## src/rtl/alu_sequencer.sv

```systemverilog
// Drives an external combinational ALU from a valid/ready command stream.
// A load responds in 1 cycle and an op in N passes; cmd_ready is low from acceptance until the response handshake.
module alu_sequencer #(
    parameter int WIDTH = 16,
    parameter int CNT_W = 4
) (
    input  logic             clk,
    input  logic             rst,
    input  logic             cmd_valid,
    output logic             cmd_ready,
    input  logic             cmd_load,
    input  logic [2:0]       cmd_op,
    input  logic [WIDTH-1:0] cmd_operand,
    input  logic [CNT_W-1:0] cmd_count,
    output logic [WIDTH-1:0] alu_x,
    output logic [WIDTH-1:0] alu_y,
    output logic [2:0]       alu_sel,
    input  logic [WIDTH-1:0] alu_result,
    input  logic             alu_carry,
    input  logic             alu_borrow,
    output logic             rsp_valid,
    input  logic             rsp_ready,
    output logic [WIDTH-1:0] rsp_data,
    output logic             rsp_carry,
    output logic             rsp_borrow,
    output logic             busy
);

    typedef enum logic [1:0] {
        IDLE = 2'd0,
        EXEC = 2'd1,
        RESP = 2'd2
    } state_t;

    state_t           state_q, state_d;
    logic [WIDTH-1:0] acc_q, acc_d;
    logic [WIDTH-1:0] opnd_q, opnd_d;
    logic [2:0]       op_q, op_d;
    logic [CNT_W-1:0] cnt_q, cnt_d;
    logic [WIDTH-1:0] rdata_q, rdata_d;
    logic             rcarry_q, rcarry_d;
    logic             rborrow_q, rborrow_d;

    always_ff @(posedge clk) begin
        if (rst) begin
            state_q   <= IDLE;
            acc_q     <= '0;
            opnd_q    <= '0;
            op_q      <= '0;
            cnt_q     <= '0;
            rdata_q   <= '0;
            rcarry_q  <= 1'b0;
            rborrow_q <= 1'b0;
        end else begin
            state_q   <= state_d;
            acc_q     <= acc_d;
            opnd_q    <= opnd_d;
            op_q      <= op_d;
            cnt_q     <= cnt_d;
            rdata_q   <= rdata_d;
            rcarry_q  <= rcarry_d;
            rborrow_q <= rborrow_d;
        end
    end

    always_comb begin
        state_d   = state_q;
        acc_d     = acc_q;
        opnd_d    = opnd_q;
        op_d      = op_q;
        cnt_d     = cnt_q;
        rdata_d   = rdata_q;
        rcarry_d  = rcarry_q;
        rborrow_d = rborrow_q;
        unique case (state_q)
            IDLE: begin
                if (cmd_valid) begin
                    if (cmd_load) begin
                        acc_d     = cmd_operand;
                        rdata_d   = cmd_operand;
                        rcarry_d  = 1'b0;
                        rborrow_d = 1'b0;
                        state_d   = RESP;
                    end else begin
                        op_d    = cmd_op;
                        opnd_d  = cmd_operand;
                        // Only the shift ops repeat; a zero count still means one pass.
                        if (cmd_op[2:1] == 2'b11 && cmd_count != '0) begin
                            cnt_d = cmd_count;
                        end else begin
                            cnt_d = CNT_W'(1);
                        end
                        state_d = EXEC;
                    end
                end
            end
            EXEC: begin
                acc_d     = alu_result;
                rcarry_d  = alu_carry;
                rborrow_d = alu_borrow;
                cnt_d     = cnt_q - CNT_W'(1);
                if (cnt_q == CNT_W'(1)) begin
                    rdata_d = alu_result;
                    state_d = RESP;
                end
            end
            RESP: begin
                if (rsp_ready) begin
                    state_d = IDLE;
                end
            end
            default: state_d = IDLE;
        endcase
    end

    assign cmd_ready  = (state_q == IDLE);
    assign rsp_valid  = (state_q == RESP);
    assign busy       = (state_q != IDLE);
    assign alu_x      = acc_q;
    assign alu_y      = opnd_q;
    assign alu_sel    = op_q;
    assign rsp_data   = rdata_q;
    assign rsp_carry  = rcarry_q;
    assign rsp_borrow = rborrow_q;

endmodule
```

## config.mk

```make
export PLATFORM = sky130hd
export DESIGN_NAME = alu_sequencer
export DESIGN_NICKNAME = d
export VERILOG_FILES = /design/src/rtl/alu_sequencer.sv
export SDC_FILE = /design/constraint.sdc
export NUM_CORES = 1
export LEC_CHECK = 0
export CAP_MARGIN = 30
export CORE_MARGIN = 2
export CORE_UTILIZATION = 42
export DETAILED_ROUTE_END_ITERATION = 8
export GPL_TIMING_DRIVEN = 0
export PLACE_DENSITY = 0.8
export SYNTH_ARGS = -nofsm -noshare
export SYNTH_HDL_FRONTEND = slang
export SYNTH_SLANG_ARGS = --single-unit
```

## constraint.sdc

```tcl
create_clock -name clk -period 2.28 [get_ports clk]
set_input_delay 0.456 -clock clk [delete_from_list [all_inputs] [get_ports clk]]
set_output_delay 0.456 -clock clk [all_outputs]
set_load 0.02 [all_outputs]
```

Yosys cells after proc, flatten, opt, wreduce, memory -nomap -nowiden
Index checks and enable logic that the tools add are counted.
{"block": "op_classes", "reduce_logical": 10, "n_bitwise": 1, "addsub": 1, "n_mux": 18, "n_eq_ne": 9}
{"op": "16-bit one-hot mux with 2 select lines", "count": 2}
{"op": "16-bit two-way mux", "count": 3}
{"op": "4-bit two-way mux", "count": 3}
{"op": "3-bit AND reduction", "count": 4}
{"op": "2-bit two-way mux", "count": 4}
{"op": "4-bit one-hot mux with 2 select lines", "count": 1}
{"op": "2-bit inequality test, second input constant", "count": 3}
{"op": "2-bit one-hot mux with 3 select lines", "count": 1}
{"op": "2-bit == test, second input constant", "count": 2}
{"op": "4-bit by 1-bit == test with 1-bit output, second input constant", "count": 1}
{"op": "2-bit by 1-bit inequality test with 1-bit output, second input constant", "count": 2}
{"op": "1-bit one-hot mux with 2 select lines", "count": 2}
{"op": "4-bit AND reduction", "count": 1}
{"op": "2-bit nonzero test", "count": 2}
{"op": "4-bit nonzero test", "count": 1}
{"op": "4-bit by 1-bit subtractor with 4-bit output, second input constant", "count": 1}
{"op": "2-bit by 1-bit == test with 1-bit output, second input constant", "count": 1}
{"op": "2-bit logical NOT", "count": 1}
{"op": "1-bit two-way mux", "count": 2}
{"op": "1-bit logical AND", "count": 1}
{"op": "1-bit inverter", "count": 1}
{"block": "word_totals", "regBits": 59}

Depth between registers and ports, before layout
{"block": "depth", "ltp_word": 6, "depth_mapped": 7}

Least setup slack after synthesis
OpenSTA, ideal clock, no wires.
{"block": "synth_timing", "path_type": "reg2reg", "start": "reg cnt_q[0]", "end": "reg rdata_q[1], in the netlist rsp_data[1]", "setup_slack_ns": 0.635, "period_less_slack_ns": 1.645, "arrival_ns": 1.559, "path_stages_with_launch": 7, "path_cell_list": "dfxtp_1 ha_1 or3b_1 a211oi_2 buf_4 nor2_1 a211oi_1"}
{"block": "synth_between", "elab_chain_len": 3}
{"item": "start, declared", "line": "39", "source": "logic [CNT_W-1:0] cnt_q, cnt_d;"}
{"item": "start signal, assigned", "line": "59", "source": "cnt_q <= cnt_d;"}
{"item": "4-bit by 1-bit == test with 1-bit output", "line": "102", "source": "if (cnt_q == CNT_W'(1)) begin"}
{"item": "2-bit inequality test (no line)"}
{"item": "4-bit AND reduction (no line)"}
{"item": "end signal, assigned", "line": "60", "source": "rdata_q <= rdata_d;"}
{"item": "end, declared", "line": "40", "source": "logic [WIDTH-1:0] rdata_q, rdata_d;"}
No other way between the ends.
A chain may end at the register's enable or synchronous reset.

Final worst setup path
{"block": "layout_timing", "start": "reg state_q[0]", "end": "out cmd_ready"}
{"block": "layout_between", "elab_chain_len": 1}
{"item": "start, declared", "line": "35", "source": "state_t state_q, state_d;"}
{"item": "start signal, assigned", "line": "55", "source": "state_q <= state_d;"}
{"item": "2-bit logical NOT", "line": "116", "source": "assign cmd_ready = (state_q == IDLE);"}
{"item": "end, declared", "line": "10", "source": "output logic cmd_ready,"}
No other way between the ends.

==> flow_metrics.tcl <==
set metrics [dict create \
    status "completed" \
    die_y_um 78.5 \
    total_leakage_power_nw 1.31 \
    ctsHoldBuffers 0 \
    n_antenna_cell 0 \
    ys_seq_elements 59 \
    worst-path-max-fanout 10 \
    wirelength_mm 6.88 \
    hold_violations 0 \
    ys_async_sr_fraction 0 \
    layout-drive-gt1-share 0.0705 \
    dieArea_mm2 0.00616 \
    max_cap_violations 0 \
    clk_latency_ns 0.34 \
    numPortBuffers 100 \
    core_area_mm2 0.00544 \
    grt_pass1_vias 2316 \
    crit_required_ns 1.82 \
    syn-num-nets 315 \
    drtIter0Drc 140 \
    setup_ws_ns 0.100 \
    rsz0062_at_grt "no" \
    area_growth_pct 56.2 \
    cts_buffers 9 \
    cts_setup_buffers 0 \
    drt-vias-per-instance 5.02 \
    ios 102 \
    ys.flop_type "dfxtp_1" \
    num-nets-final 426 \
    wl_per_cell_um 15.1 \
    postSynthCellCount 267 \
    drv_slew 0 \
    antenna_found_initial 0 \
    start_util 0.429 \
    post-place-ws_ns 0.131 \
    cp-end-kind "primary output" \
    die_x_um 78.5 \
    drcViolationCount 0 \
    peakVddDrop_uv 469 \
    grt_pass1_wl_mm 11.1 \
    avgSynthCellArea_um2 8.73 \
    period_share 0.956 \
    setup_viol_count_final 0 \
    tightest_slew_ns 0.498 \
    start_kind "flop" \
    fin_skew_ns 0.00890 \
    place_congestion 0.861 \
    dp_hpwl_mm 5.26 \
    p_per_area_mw_per_mm2 822 \
    clkSlewWorstSetupHoldPaths_ns 0.06 \
    dpl_cell_area_mm2 0.00342 \
    fmax_mhz 459 \
    yosys.cell_types.count 28 \
    grt_max_degree 11 \
    ant_nets 0 \
    design_area_mm2 0.00364 \
    r2r_slack_ns 0.42 \
    hold_class "flop to flop" \
    std_cell_rows 27 \
    htreeDepth 3 \
    period_needed_ns 2.18 \
    fillers 459 \
    cts_num_sinks 59 \
    synth_area_mm2 0.00233 \
    synth-edff-count 0 \
    cts.path.max_buffers 2 \
    slew_headroom 0.668 \
    yosysWarnings 0 \
    cp_data_arrival_time_ns 1.72 \
    yosysSeqAreaShare 0.507 \
    dr_total_vias 2286 \
    cts_resized 0 \
    cts-root-buf "clkbuf_8" \
    worstSetupPathType "flop to primary output" \
    grt_usage 0.231 \
    cts_tree "done" \
    tns_ns 0 \
    overflow 0 \
    first_pass_iters 4 \
]
per-stage QoR:
| step | hold WS [ns] | instances | total power, mW | util |
|---|---|---|---|---|
| floorplan | 0.535 | 267 | 1.60 | - |
| global placement | 0.441 | 439 | 1.95 | 0.629 |
| detailed placement | 0.447 | 439 | 1.96 | 0.629 |
| CTS | 0.456 | 455 | 3.00 | 0.669 |
| global route | 0.482 | 455 | 3.13 | 0.669 |
| finish | 0.454 | 455 | 2.99 | 0.669 |
worst max-delay path, stage by stage, from the launching register on:
cell             delay [ns]
dfxtp_1                0.33
buf_2                  0.18
or2_1                  0.24
inv_2                  0.06
clkdlybuf4s50_1        0.59
cells in the final DEF, fill, tap and decap left out, drive strengths merged, types with 3 or more instances in the layout:
| cell | n |
|---|---|
| mux2i | 14 |
| nor2 | 39 |
| clkdlybuf4s50 | 100 |
| nor2b | 3 |
| a211oi | 33 |
| nor3 | 4 |
| nand2b | 3 |
| inv | 3 |
| buf | 9 |
| clkbuf | 25 |
| dfxtp | 59 |
| a21oi | 26 |
| a22oi | 4 |
| nand2 | 43 |
cell usage after synthesis, types with 3 or more instances:
cell	n	share of area
a21oi_1	26	0.056
nand2b_1	3	0.0081
nand2_1	43	0.069
a211oi_1	32	0.10
nor2b_1	3	0.0081
nor2_1	39	0.063
buf_2	7	0.015
clkbuf_1	13	0.021
mux2i_1	14	0.060
nor3_1	4	0.0086
dfxtp_1	59	0.51
a22oi_1	4	0.013
area by class of cell:
class                   instances  area [um2]  share of cell area
repair buffers                100        1000               0.275
well taps                      72        90.1              0.0247
flip-flops and latches         59        1180               0.324
inverters                       3        11.3             0.00309
clock inverters                 4        73.8              0.0203
plain buffers                  22        98.8              0.0271
multi-input cells             183        1040               0.286
clock buffers                  12         145              0.0399
path summary, 6_finish.rpt:
check | cells after the start | to | startpoint
min | 2 | alu_sel[1] | alu_sel[1]
max | 4 | cmd_ready | state_q[0]
max reg2reg | 6 | rsp_data[5] | cnt_q[0]
min reg2reg | 2 | alu_sel[1] | alu_sel[1]
flip-flops by register name, summed over array words and instances, names as in the netlist:
register,count
state_q,2
cnt_q,4
alu_sel,3
rsp_carry,1
rsp_data,16
alu_y,16
alu_x,16
rsp_borrow,1
report_power, final:
| group | switching, mW | internal (mW) |
|---|---|---|
| clock | 0.401 | 0.646 |
| sequential | 0.0568 | 1.13 |
| combinational | 0.397 | 0.357 |
| total | 0.856 | 2.14 |
logic make-up (layout without fill, tap and decap cells):
| group | Yosys count | count (layout) | share of synthesized area |
|---|---|---|---|
| adders and majority gates | 2 | 2 | 0.0107 |
| and+or+nand+nor | 100 | 100 | 0.184 |
| muxes | 14 | 14 | 0.0601 |
| buffers and inverters | 25 | 141 | 0.0472 |
| DFF | 59 | 59 | 0.507 |
| AOI/OAI and AO/OA | 66 | 66 | 0.188 |
| xor gates and xnor gates | 1 | 1 | 0.00376 |
layer usage:
| layer | vias up | share of wire | wire (um) | track usage |
|---|---|---|---|---|
| met3 | 13 | 0.054 | 372 | 0.0575 |
| met4 | 0 | 0.020 | 140 | 0.0947 |
| met5 | - | 0 | 0 | 0 |
| li1 | 1146 | - | - | - |
| met1 | 1055 | 0.44 | 3010 | 0.291 |
| met2 | 72 | 0.49 | 3360 | 0.378 |
No activity file was read; power rests on OpenSTA's default activity.
